**config.mk**
```make
export PLATFORM = sky130hd
export DESIGN_NAME = div
export DESIGN_NICKNAME = d
export VERILOG_FILES = /design/src/rtl/div.sv
export SDC_FILE = /design/constraint.sdc
export NUM_CORES = 1
export LEC_CHECK = 0
export CORE_MARGIN = 1
export CORE_UTILIZATION = 50
export DETAILED_ROUTE_END_ITERATION = 16
export DONT_BUFFER_PORTS = 1
export GPL_ROUTABILITY_DRIVEN = 0
export GPL_TIMING_DRIVEN = 0
export PLACE_DENSITY = 0.68
export SLEW_MARGIN = 25
export SYNTH_ARGS = -nofsm -noshare
export SYNTH_HDL_FRONTEND = slang
export SYNTH_SLANG_ARGS = --single-unit
```
**constraint.sdc**
```tcl
create_clock -name clk -period 4.6 [get_ports clk]
set_clock_uncertainty 0.05 [all_clocks]
set_input_delay 0.92 -clock clk [delete_from_list [all_inputs] [get_ports clk]]
set_output_delay 0.92 -clock clk [all_outputs]
set_load 0.05 [all_outputs]
```
**src/rtl/div.sv**
```systemverilog
// Multi-cycle restoring divider (signed/unsigned), result {remainder, quotient}; ready 34 edges after accept incl. accept edge for DIV_W=32, 2 for divisor 0.
// No backpressure: start_i is held until ready_o, result then holds until start_i drops.
module div #(
   parameter int DIV_W = 32
) (
   input  logic               clk,
   input  logic               rst,
   input  logic               signed_div_i,
   input  logic [DIV_W-1:0]   opdata1_i,
   input  logic [DIV_W-1:0]   opdata2_i,
   input  logic               start_i,
   input  logic               annul_i,
   output logic [2*DIV_W-1:0] result_o,
   output logic               ready_o
);

   localparam int CW = $clog2(DIV_W + 1);
   localparam logic [CW-1:0] LAST = CW'(DIV_W);

   typedef enum logic [1:0] {FREE, BYZERO, ON, END} state_t;

   state_t           state;
   logic [CW-1:0]    cnt;
   logic [DIV_W-1:0] quo;
   logic [DIV_W-1:0] rem;
   logic [DIV_W-1:0] dvs;
   logic             neg_q;
   logic             neg_r;

   logic [DIV_W-1:0] a_abs;
   logic [DIV_W-1:0] b_abs;
   logic [DIV_W:0]   partial;
   logic [DIV_W:0]   diff;

   always_comb begin
      a_abs   = (signed_div_i && opdata1_i[DIV_W-1]) ? -opdata1_i : opdata1_i;
      b_abs   = (signed_div_i && opdata2_i[DIV_W-1]) ? -opdata2_i : opdata2_i;
      partial = {rem, quo[DIV_W-1]};
      // MSB of diff is the borrow: set when the shifted remainder is below the divisor
      diff    = partial - {1'b0, dvs};
   end

   always_ff @(posedge clk) begin
      if (!rst) begin
         state    <= FREE;
         cnt      <= '0;
         quo      <= '0;
         rem      <= '0;
         dvs      <= '0;
         neg_q    <= 1'b0;
         neg_r    <= 1'b0;
         result_o <= '0;
         ready_o  <= 1'b0;
      end else begin
         case (state)
            FREE: begin
               ready_o  <= 1'b0;
               result_o <= '0;
               if (start_i && !annul_i) begin
                  if (opdata2_i == '0) begin
                     state <= BYZERO;
                  end else begin
                     state <= ON;
                     cnt   <= '0;
                     quo   <= a_abs;
                     rem   <= '0;
                     dvs   <= b_abs;
                     neg_q <= signed_div_i & (opdata1_i[DIV_W-1] ^ opdata2_i[DIV_W-1]);
                     neg_r <= signed_div_i & opdata1_i[DIV_W-1];
                  end
               end
            end
            BYZERO: begin
               if (annul_i) begin
                  state <= FREE;
               end else begin
                  state    <= END;
                  result_o <= '0;
                  ready_o  <= 1'b1;
               end
            end
            ON: begin
               if (annul_i) begin
                  state    <= FREE;
                  result_o <= '0;
                  ready_o  <= 1'b0;
               end else if (cnt == LAST) begin
                  state    <= END;
                  result_o <= {(neg_r ? -rem : rem), (neg_q ? -quo : quo)};
                  ready_o  <= 1'b1;
               end else begin
                  cnt <= cnt + 1'b1;
                  if (!diff[DIV_W]) begin
                     rem <= diff[DIV_W-1:0];
                     quo <= {quo[DIV_W-2:0], 1'b1};
                  end else begin
                     rem <= partial[DIV_W-1:0];
                     quo <= {quo[DIV_W-2:0], 1'b0};
                  end
               end
            end
            END: begin
               if (!start_i) begin
                  state    <= FREE;
                  result_o <= '0;
                  ready_o  <= 1'b0;
               end
            end
         endcase
      end
   end

endmodule

```
### After elaboration in Yosys (flattened, before gate mapping)

Index checks and enable logic that the tools add are counted.
Widths: inputs -> output; s select.

| word-level totals | value |
|---|---|
| input bits | 69 |
| output and inout port bits | 65 |
| word-level logic and storage cells | 79 |
| flip-flop bits (word level) | 171 |

| cells by class | value |
|---|---|
| add/sub/neg operators | 6 |
| mux-type cells | 38 |
| eq/ne operators | 11 |
| reductions and logical operators | 11 |
| bitwise operators | 4 |

Operators with widths:

| cell | count |
|---|---|
| $mux 32 | 13 |
| $mux 64 | 4 |
| $pmux 64 s4 | 1 |
| $neg 32->32 | 4 |
| $pmux 32 s2 | 2 |
| $sub 33x32->33 | 1 |
| $logic_not 32->1 | 1 |
| $mux 6 | 4 |
| $mux 2 | 6 |
| $ne 2x2->1 const B | 6 |
| $pmux 6 s2 | 1 |
| $reduce_and 3->1 | 3 |
| $pmux 2 s4 | 1 |
| $add 6x1->6 const B | 1 |
| $eq 6x6->1 const B | 1 |
| $mux 1 | 5 |
| $reduce_and 5->1 | 1 |
| $eq 2x2->1 const B | 2 |
| $pmux 1 s4 | 1 |
| $logic_and 1x1->1 | 3 |
| $ne 3x3->1 const B | 1 |
| $and 1x1->1 | 2 |
| $eq 2x1->1 const B | 1 |
| $logic_not 2->1 | 1 |
| other kinds (4) | 4 |

### Logic depth before layout (Yosys ltp)

Gate-level depths: netlist of the first run.

| depth | value |
|---|---|
| word-level depth | 5 |
| mapped depth | 14 |
| mapped depth without buffers | 12 |

### Least setup slack after synthesis of the first run

OpenSTA, ideal clock, no wires.

| timing | value |
|---|---|
| kind | reg-to-reg |
| start | register quo[31] |
| end | register rem[30] |
| stages on the path, launching flop included | 15 |
| library setup time | 128 ps |
| data arrival time | 3531 ps |
| setup slack | 891 ps |
| clock period less this slack | 3709 ps |
| buffers on the path | 2 |
| required time | 4422 ps |
| path through | dfxtp_1 -> inv_1 -> ha_1 -> fa_1 -> nor2b_1 -> o2111ai_1 -> a31o_2 -> a211o_1 -> a21oi_1 -> a31oi_1 -> o311ai_1 -> buf_2 -> clkbuf_1 -> a2bb2oi_1 -> o21ai_0 |

| between the ends | value |
|---|---|
| longest elaborated chain between the ends | 5 |

RTL lines:

| element | RTL line | RTL |
|---|---|---|
| from (decl) | 24 | `logic [DIV_W-1:0] quo;` |
| from (signal assigned) | 65 | `quo <= a_abs;` |
| from (signal assigned) | 95 | `quo <= {quo[DIV_W-2:0], 1'b1};` |
| from (signal assigned) | 98 | `quo <= {quo[DIV_W-2:0], 1'b0};` |
| $sub 33x32->33 | 40 | `diff = partial - {1'b0, dvs};` |
| $mux 32 | 93 | `if (!diff[DIV_W]) begin` |
| $mux 32 | 87 | `end else if (cnt == LAST) begin` |
| $mux 32 | 83 | `if (annul_i) begin` |
| $pmux 32 s2 | 55 | `case (state)` |
| to (signal assigned) | 94 | `rem <= diff[DIV_W-1:0];` |
| to (signal assigned) | 97 | `rem <= partial[DIV_W-1:0];` |
| to (decl) | 25 | `logic [DIV_W-1:0] rem;` |

No other way between the ends. The select of a mux whose other input is x is not followed.
A chain may end at the register's enable or synchronous reset.

### Worst setup path after layout of the first run

| timing | value |
|---|---|
| start | register rem[0] |
| end | register rem[0] |

| between the ends | value |
|---|---|
| longest elaborated chain between the ends | 5 |

RTL lines:

| element | RTL line |
|---|---|
| $sub 33x32->33 | 40 |
| $mux 32 | 93 |
| $mux 32 | 87 |
| $mux 32 | 83 |
| $pmux 32 s2 | 55 |

No other way between the ends. The select of a mux whose other input is x is not followed.

==> results of run 1 <==
-- area by class of cell --
class / count / share of cell area
sequential: 171 / 0.286
tap: 275 / 0.0288
clock buffer: 18 / 0.0359
buffer: 81 / 0.0261
inverter: 64 / 0.0201
clock inverter: 14 / 0.0153
multi-input combinational: 1077 / 0.588
-- worst paths after layout --
| path | start | endpoint | slack [ps] | depth (start not counted) |
|---|---|---|---|---|
| worst max-delay path | rem[0] | rem[0] | 310 | 12 |
| worst min-delay path | dvs[31] | dvs[31] | 420 | 2 |
| worst max register to register | rem[0] | rem[0] | 310 | 12 |
| worst min register to register | dvs[31] | dvs[31] | 420 | 2 |
-- cell usage after synthesis, types with 5 or more instances --
| cell type | number |
|---|---|
| a21oi_1 | 80 |
| nand4_1 | 13 |
| o41ai_1 | 13 |
| a2bb2oi_1 | 5 |
| nor2b_1 | 40 |
| a21boi_0 | 7 |
| nor3b_1 | 5 |
| nand2_1 | 125 |
| ha_1 | 43 |
| o31ai_1 | 27 |
| and2_1 | 16 |
| a211oi_1 | 33 |
| xnor2_1 | 97 |
| nand3_1 | 21 |
| o211ai_1 | 13 |
| xor2_1 | 48 |
| a22oi_1 | 74 |
| a21o_1 | 14 |
| nor2_1 | 130 |
| o21ai_0 | 98 |
| nand3b_1 | 7 |
| mux2i_1 | 30 |
| o21a_1 | 6 |
| or4_1 | 14 |
| clkbuf_1 | 76 |
| nor3_1 | 26 |
| nor4_1 | 14 |
| a31oi_1 | 5 |
| dfxtp_1 | 171 |
| or3_1 | 10 |
| nand2b_1 | 13 |
| inv_1 | 63 |
-- routing by layer --
metal	up-vias	share of wire	GRT usage
met3	44	0.071	0.0579
met5	-	0	0
li1	5023	-	-
met2	358	0.45	0.456
met1	4796	0.46	0.388
met4	0	0.023	0.0899
-- report_power, final --
group / switching [W] / total (W) / internal (W)
Clock: 0.000661 / 0.00153 / 0.000868
Sequential: 0.000205 / 0.00184 / 0.00164
Combinational: 0.00144 / 0.00222 / 0.000783
Total: 0.00230 / 0.00559 / 0.00329
-- what timing repair did --
action,4_1_cts,5_1_grt
hold endpoints to repair,0,0
resized for setup,0,4
endpoints found under the setup margin,3,38
hold buffers,0,0
-- worst register-to-register path, stage by stage (launching register included) --
cell       delay [ps]
dfxtp_1           500
inv_1             150
fa_1              470
nor2b_1           170
o2111ai_1         160
a31o_2            250
a211o_1           340
a21oi_1           510
a31oi_1           310
o311ai_1          460
clkbuf_4          450
mux2i_1           260
a22o_1            150
-- cell usage in the layout, fill, tap and decap left out, types with 5 or more instances in the layout --
cell,instances
nand2b_1,13
a211oi_1,33
clkbuf_16,17
or4_1,14
a31oi_1,5
inv_6,5
o211ai_1,13
nor3b_1,5
nand3b_1,7
dfxtp_1,171
a2bb2oi_1,5
and2_1,16
xor2_1,48
ha_1,43
a22oi_1,74
o41ai_1,13
nor2b_1,40
xnor2_1,97
nor2_1,129
a21oi_1,80
inv_1,63
o21a_1,6
nand3_1,21
a21o_1,14
a21boi_0,7
nor3_1,26
mux2i_1,30
o21ai_0,98
or3_1,10
nand2_1,125
o31ai_1,27
nor4_1,14
nand4_1,13
clkbuf_1,75
-- flip-flops by register name, summed over array words and instances, names as in the netlist, 2 cells and up --
signal,flops
cnt,6
rem,32
state,2
result_o,64
dvs,32
quo,32
-- cells by family after synthesis --
kind of cell    share of synthesized area
flops                               0.311
compound gates                      0.245
xor+xnor                            0.115
buf+inv                            0.0502
mux                                0.0283
fa+ha+maj                          0.0507
simple gates                        0.199
-- metrics by stage --
step                      instances  worst slack (ps)
final                          1700               313
after floorplan                1394               891
after detailed placement       1669              -214
after global routing           1700              29.3
after CTS                      1700               183
after global placement         1669              -136
==> impl_metrics.json, run 1 <==
{
  "status": "completed",
  "ant_nets": 0,
  "nets": 1525,
  "core_um2": 21300,
  "synthFlopType": "dfxtp_1",
  "grt-ovfl-total": 0,
  "critPathBufInv": 2,
  "setup_violations": 0,
  "drtPass1Iterations": 6,
  "cp.arrival_ps": 4610,
  "cts_made_buffers": 17,
  "yosysUniqueCellTypes": 65,
  "cts_tree": "done",
  "diodes": 0,
  "dp_hpwl_um": 24300,
  "dpl-instance-area_um2": 11300,
  "powerDensity_nw_per_um2": 468,
  "synth_area_per_cell_um2": 7.89,
  "clock_sinks": 171,
  "routed_wl_um": 32300,
  "ys_ff_latch": 171,
  "clkSlewWorstSetupHoldPaths_ps": 60,
  "synth_edf_count": 0,
  "worst_slew_pin_slew_ps": 943,
  "drc": 0,
  "worstSetupPathType": "reg -> reg",
  "min_period_over_period": 0.932,
  "critical_path.top_delay_family": "compound AO/OA/AOI/OAI gates",
  "maxCapViolCount": 0,
  "fin_setup_tns_ps": 0,
  "viasPerCell": 6.01,
  "hold_viol": 0,
  "critPathRequiredTime_ps": 4930,
  "critical_path.max_fanout": 19,
  "syn_nets": 1507,
  "yosys.area.top_type": "dfxtp_1",
  "post_cts_buffers": 0,
  "gr-usage-all-layers": 0.287,
  "crit_path_end_kind": "register",
  "vias": 10221,
  "cpPeakStageDelay_ps": 510,
  "synth_area_um2": 11000,
  "synth_top_area_share": 0.311,
  "clockRootBuffer": "clkbuf_16",
  "die-area_um2": 22600,
  "whs_ps": 415,
  "antenna_found_initial": 0,
  "holdCritPathClass": "reg -> reg",
  "fmax_mhz": 233,
  "drive_above_1_share": 0.0351,
  "leakagePower_nw": 4.38,
  "yosys-top-cells-area": "dfxtp_1, xnor2_1, a22oi_1",
  "postLayoutCoreUtil": 0.562,
  "path_cells": "inv_1, fa_1, nor2b_1, o2111ai_1, a31o_2, a211o_1, a21oi_1, a31oi_1, o311ai_1, clkbuf_4, mux2i_1, a22o_1",
  "vdd_drop_max_mv": 0.309,
  "crit_path_start_kind": "register",
  "start_util": 0.517,
  "synthArstFlopShare": 0,
  "grt_max_degree": 20,
  "crit_slowest_cell": "a21oi_1",
  "rsz0062_at_grt": "no",
  "die_h_um": 150,
  "fin_area_um2": 12000,
  "rows": 53,
  "slew_viol_final": 0,
  "grt_pass1_vias": 9568,
  "num_io_pins": 134,
  "relSlewSlack": 0.369,
  "clockBufferDepth": 2,
  "yosysSeqAreaShare": 0.311,
  "period_needed_ps": 4290,
  "wl_per_cell_um": 19.0,
  "synthCells": 1394,
  "drt-initial-drc-count": 849,
  "htreeDepth": 4,
  "yosysWarningCount": 0,
  "syn_to_final_growth_pct": 8.71,
  "fillerInstances": 2010,
  "fp.dieW_um": 150,
  "insertion_delay_ps": 440,
  "multiInputGateArea_um2": 7030,
  "power_w": 0.00559,
  "io_buffers": 0,
  "grt_pass1_wl_um": 50300,
  "ff_latch_area_um2": 3420
}
Power figures use the tool's default switching activity.
==> run 2: changes to the inputs <==
--- a/config.mk
+++ b/config.mk
@@ -7,6 +7,7 @@
 export LEC_CHECK = 0
 export CORE_MARGIN = 1
 export CORE_UTILIZATION = 50
+export CTS_BUF_LIST = sky130_fd_sc_hd__clkbuf_4
 export DETAILED_ROUTE_END_ITERATION = 16
 export DONT_BUFFER_PORTS = 1
 export GPL_ROUTABILITY_DRIVEN = 0
==> run 2 against run 1 <==
Compared with the run above:
- routed wire length is 0.71% lower
- combinational power hardly changed
- global-route usage is 0.27 points lower
- fmax is 1.2% lower
- via count hardly changed
- critical path depth stayed put
- final cell count is 0.18% higher
- core utilization is 1.4 points lower
- largest power group unchanged
==> impl_metrics.json, run 2 (same netlist as run 1, synthesis figures left out) <==
{
  "num_io_pins": 134,
  "fp.dieW_um": 150,
  "final_cell_mix": "dfxtp_1, nor2_1, nand2_1, o21ai_0, xnor2_1",
  "routed_wl_um": 32100,
  "status": "completed",
  "fmax_mhz": 231,
  "multiInputGateArea_um2": 7020,
  "fillerInstances": 2046,
  "insertion_delay_ps": 610,
  "antenna_found_initial": 1,
  "grt_pass1_wl_um": 49800,
  "gr-usage-all-layers": 0.284,
  "drtPass1Iterations": 6,
  "layout_commonest_cell": "dfxtp_1",
  "viasPerCell": 6.00,
  "maxCapViolCount": 0,
  "die_h_um": 150,
  "ff_latch_area_um2": 3420,
  "clockBufferDepth": 2,
  "crit_path_start_kind": "register",
  "clkPwrFrac": 0.197,
  "post_cts_buffers": 0,
  "clkSlewWorstSetupHoldPaths_ps": 140,
  "hold_viol": 0,
  "min_period_over_period": 0.943,
  "crit_path_end_kind": "register",
  "drive_above_1_share": 0.0351,
  "worstRegToRegCells": 12,
  "relSlewSlack": 0.375,
  "cts_made_buffers": 17,
  "setup_violations": 0,
  "holdCritPathClass": "in -> reg",
  "drc": 0,
  "syn_to_final_growth_pct": 6.09,
  "core_um2": 21300,
  "leakagePower_nw": 4.25,
  "dpl-instance-area_um2": 11300,
  "grt_max_degree": 20,
  "cts_tree": "done",
  "drt-initial-drc-count": 843,
  "nets": 1525,
  "worstSetupPathType": "reg -> reg",
  "rows": 53,
  "clock_sinks": 171,
  "dp_hpwl_um": 24300,
  "fin_area_um2": 11700,
  "period_needed_ps": 4340,
  "powerDensity_nw_per_um2": 433,
  "vdd_drop_max_mv": 0.234,
  "postCtsHoldBufs": 0,
  "largest-register": "result_o",
  "die-area_um2": 22600,
  "combPwrFrac": 0.438,
  "p_sw_w": 0.00223,
  "hold_depth": 2,
  "vias": 10213,
  "seq_power_share": 0.365,
  "power_w": 0.00505,
  "io_buffers": 0,
  "ant_nets": 0,
  "slew_viol_final": 0,
  "htreeDepth": 4,
  "largest_register_ffs": 64,
  "grt_pass1_vias": 9504,
  "start_util": 0.517,
  "clockRootBuffer": "clkbuf_4",
  "wl_per_cell_um": 18.8,
  "rsz0062_at_grt": "no",
  "critical_path.max_fanout": 19,
  "p_sw_frac": 0.442,
  "worst_slew_pin_slew_ps": 937,
  "critPathRequiredTime_ps": 5090,
  "intPower_w": 0.00281,
  "cp.arrival_ps": 4830,
  "grt-ovfl-total": 0
}
## run 2: changes by cell type in the layout (fill, tap and decap cells not counted)
cell / before / now
clkbuf_1: 75 / 74
clkbuf_16: 17 / 0
clkbuf_4: 1 / 19
diode_2: 0 / 3
nor2_1: 129 / 130
nor2_2: 1 / 0
## run 2: routing by layer
| layer | vias to the layer above | wire, µm | global-route usage | part of all wire |
|---|---|---|---|---|
| met4 | 0 | 614 | 0.0793 | 0.019 |
| li1 | 5025 | - | - | - |
| met2 | 397 | 14300 | 0.451 | 0.44 |
| met5 | - | 0 | 0 | 0 |
| met1 | 4749 | 14700 | 0.388 | 0.46 |
| met3 | 42 | 2440 | 0.0576 | 0.076 |
## run 2: critical path, cell delays in order (launching register included)
cell and delay [ps]:
dfxtp_1 530, inv_1 150, fa_1 470, nor2b_1 180, o2111ai_1 160, a31o_2 250, a211o_1 340, a21oi_1 530
a31oi_1 320, o311ai_1 480, clkbuf_4 440, mux2i_1 250, a22o_1 140
## run 2: layout make-up
type,instances,share of cell area
antenna,3,0.000643
buffer,81,0.0267
clock buffer,18,0.0116
clock inverter,14,0.0157
inverter,64,0.0206
multi-input combinational,1077,0.602
sequential,171,0.293
tap,275,0.0295
## run 2: final timing paths
check	start	end	slack (ps)
setup / recovery	rem[0]	rem[0]	260
hold / removal	opdata2_i[31]	dvs[31]	420
setup reg to reg	rem[0]	rem[0]	260
hold reg to reg	dvs[31]	dvs[31]	430
## run 2: through the flow
step / worst slack [ps] / hold WS (ps) / std cells / setup TNS, ps / util
6_report: 263 / 423 / 1703 / 0 / 0.548
5_1_grt: 12.4 / 402 / 1703 / 0 / 0.548
4_1_cts: 145 / 402 / 1700 / 0 / 0.548
3_5_place_dp: -214 / 408 / 1669 / -5860 / 0.533
3_3_place_gp: -136 / 400 / 1669 / -3530 / 0.533
2_1_floorplan: 891 / 390 / 1394 / 0 / -
## run 2: timing repair
item                                   4_1_cts  5_1_grt
pin swaps                                    0        0
gates resized for setup                      0        3
setup endpoints to repair                    3       23
endpoints found under the hold margin        0        0
gates cloned                                 0        0
## run 2: power by group through the flow
stage	combinational, W	sequential [W]	clock (W)
global route	0.00242	0.00186	0.00106
detailed placement	0.00216	0.00187	0
finish	0.00221	0.00184	0.000993
floorplan	0.00163	0.00182	0
CTS	0.00217	0.00183	0.00100
global placement	0.00213	0.00186	0
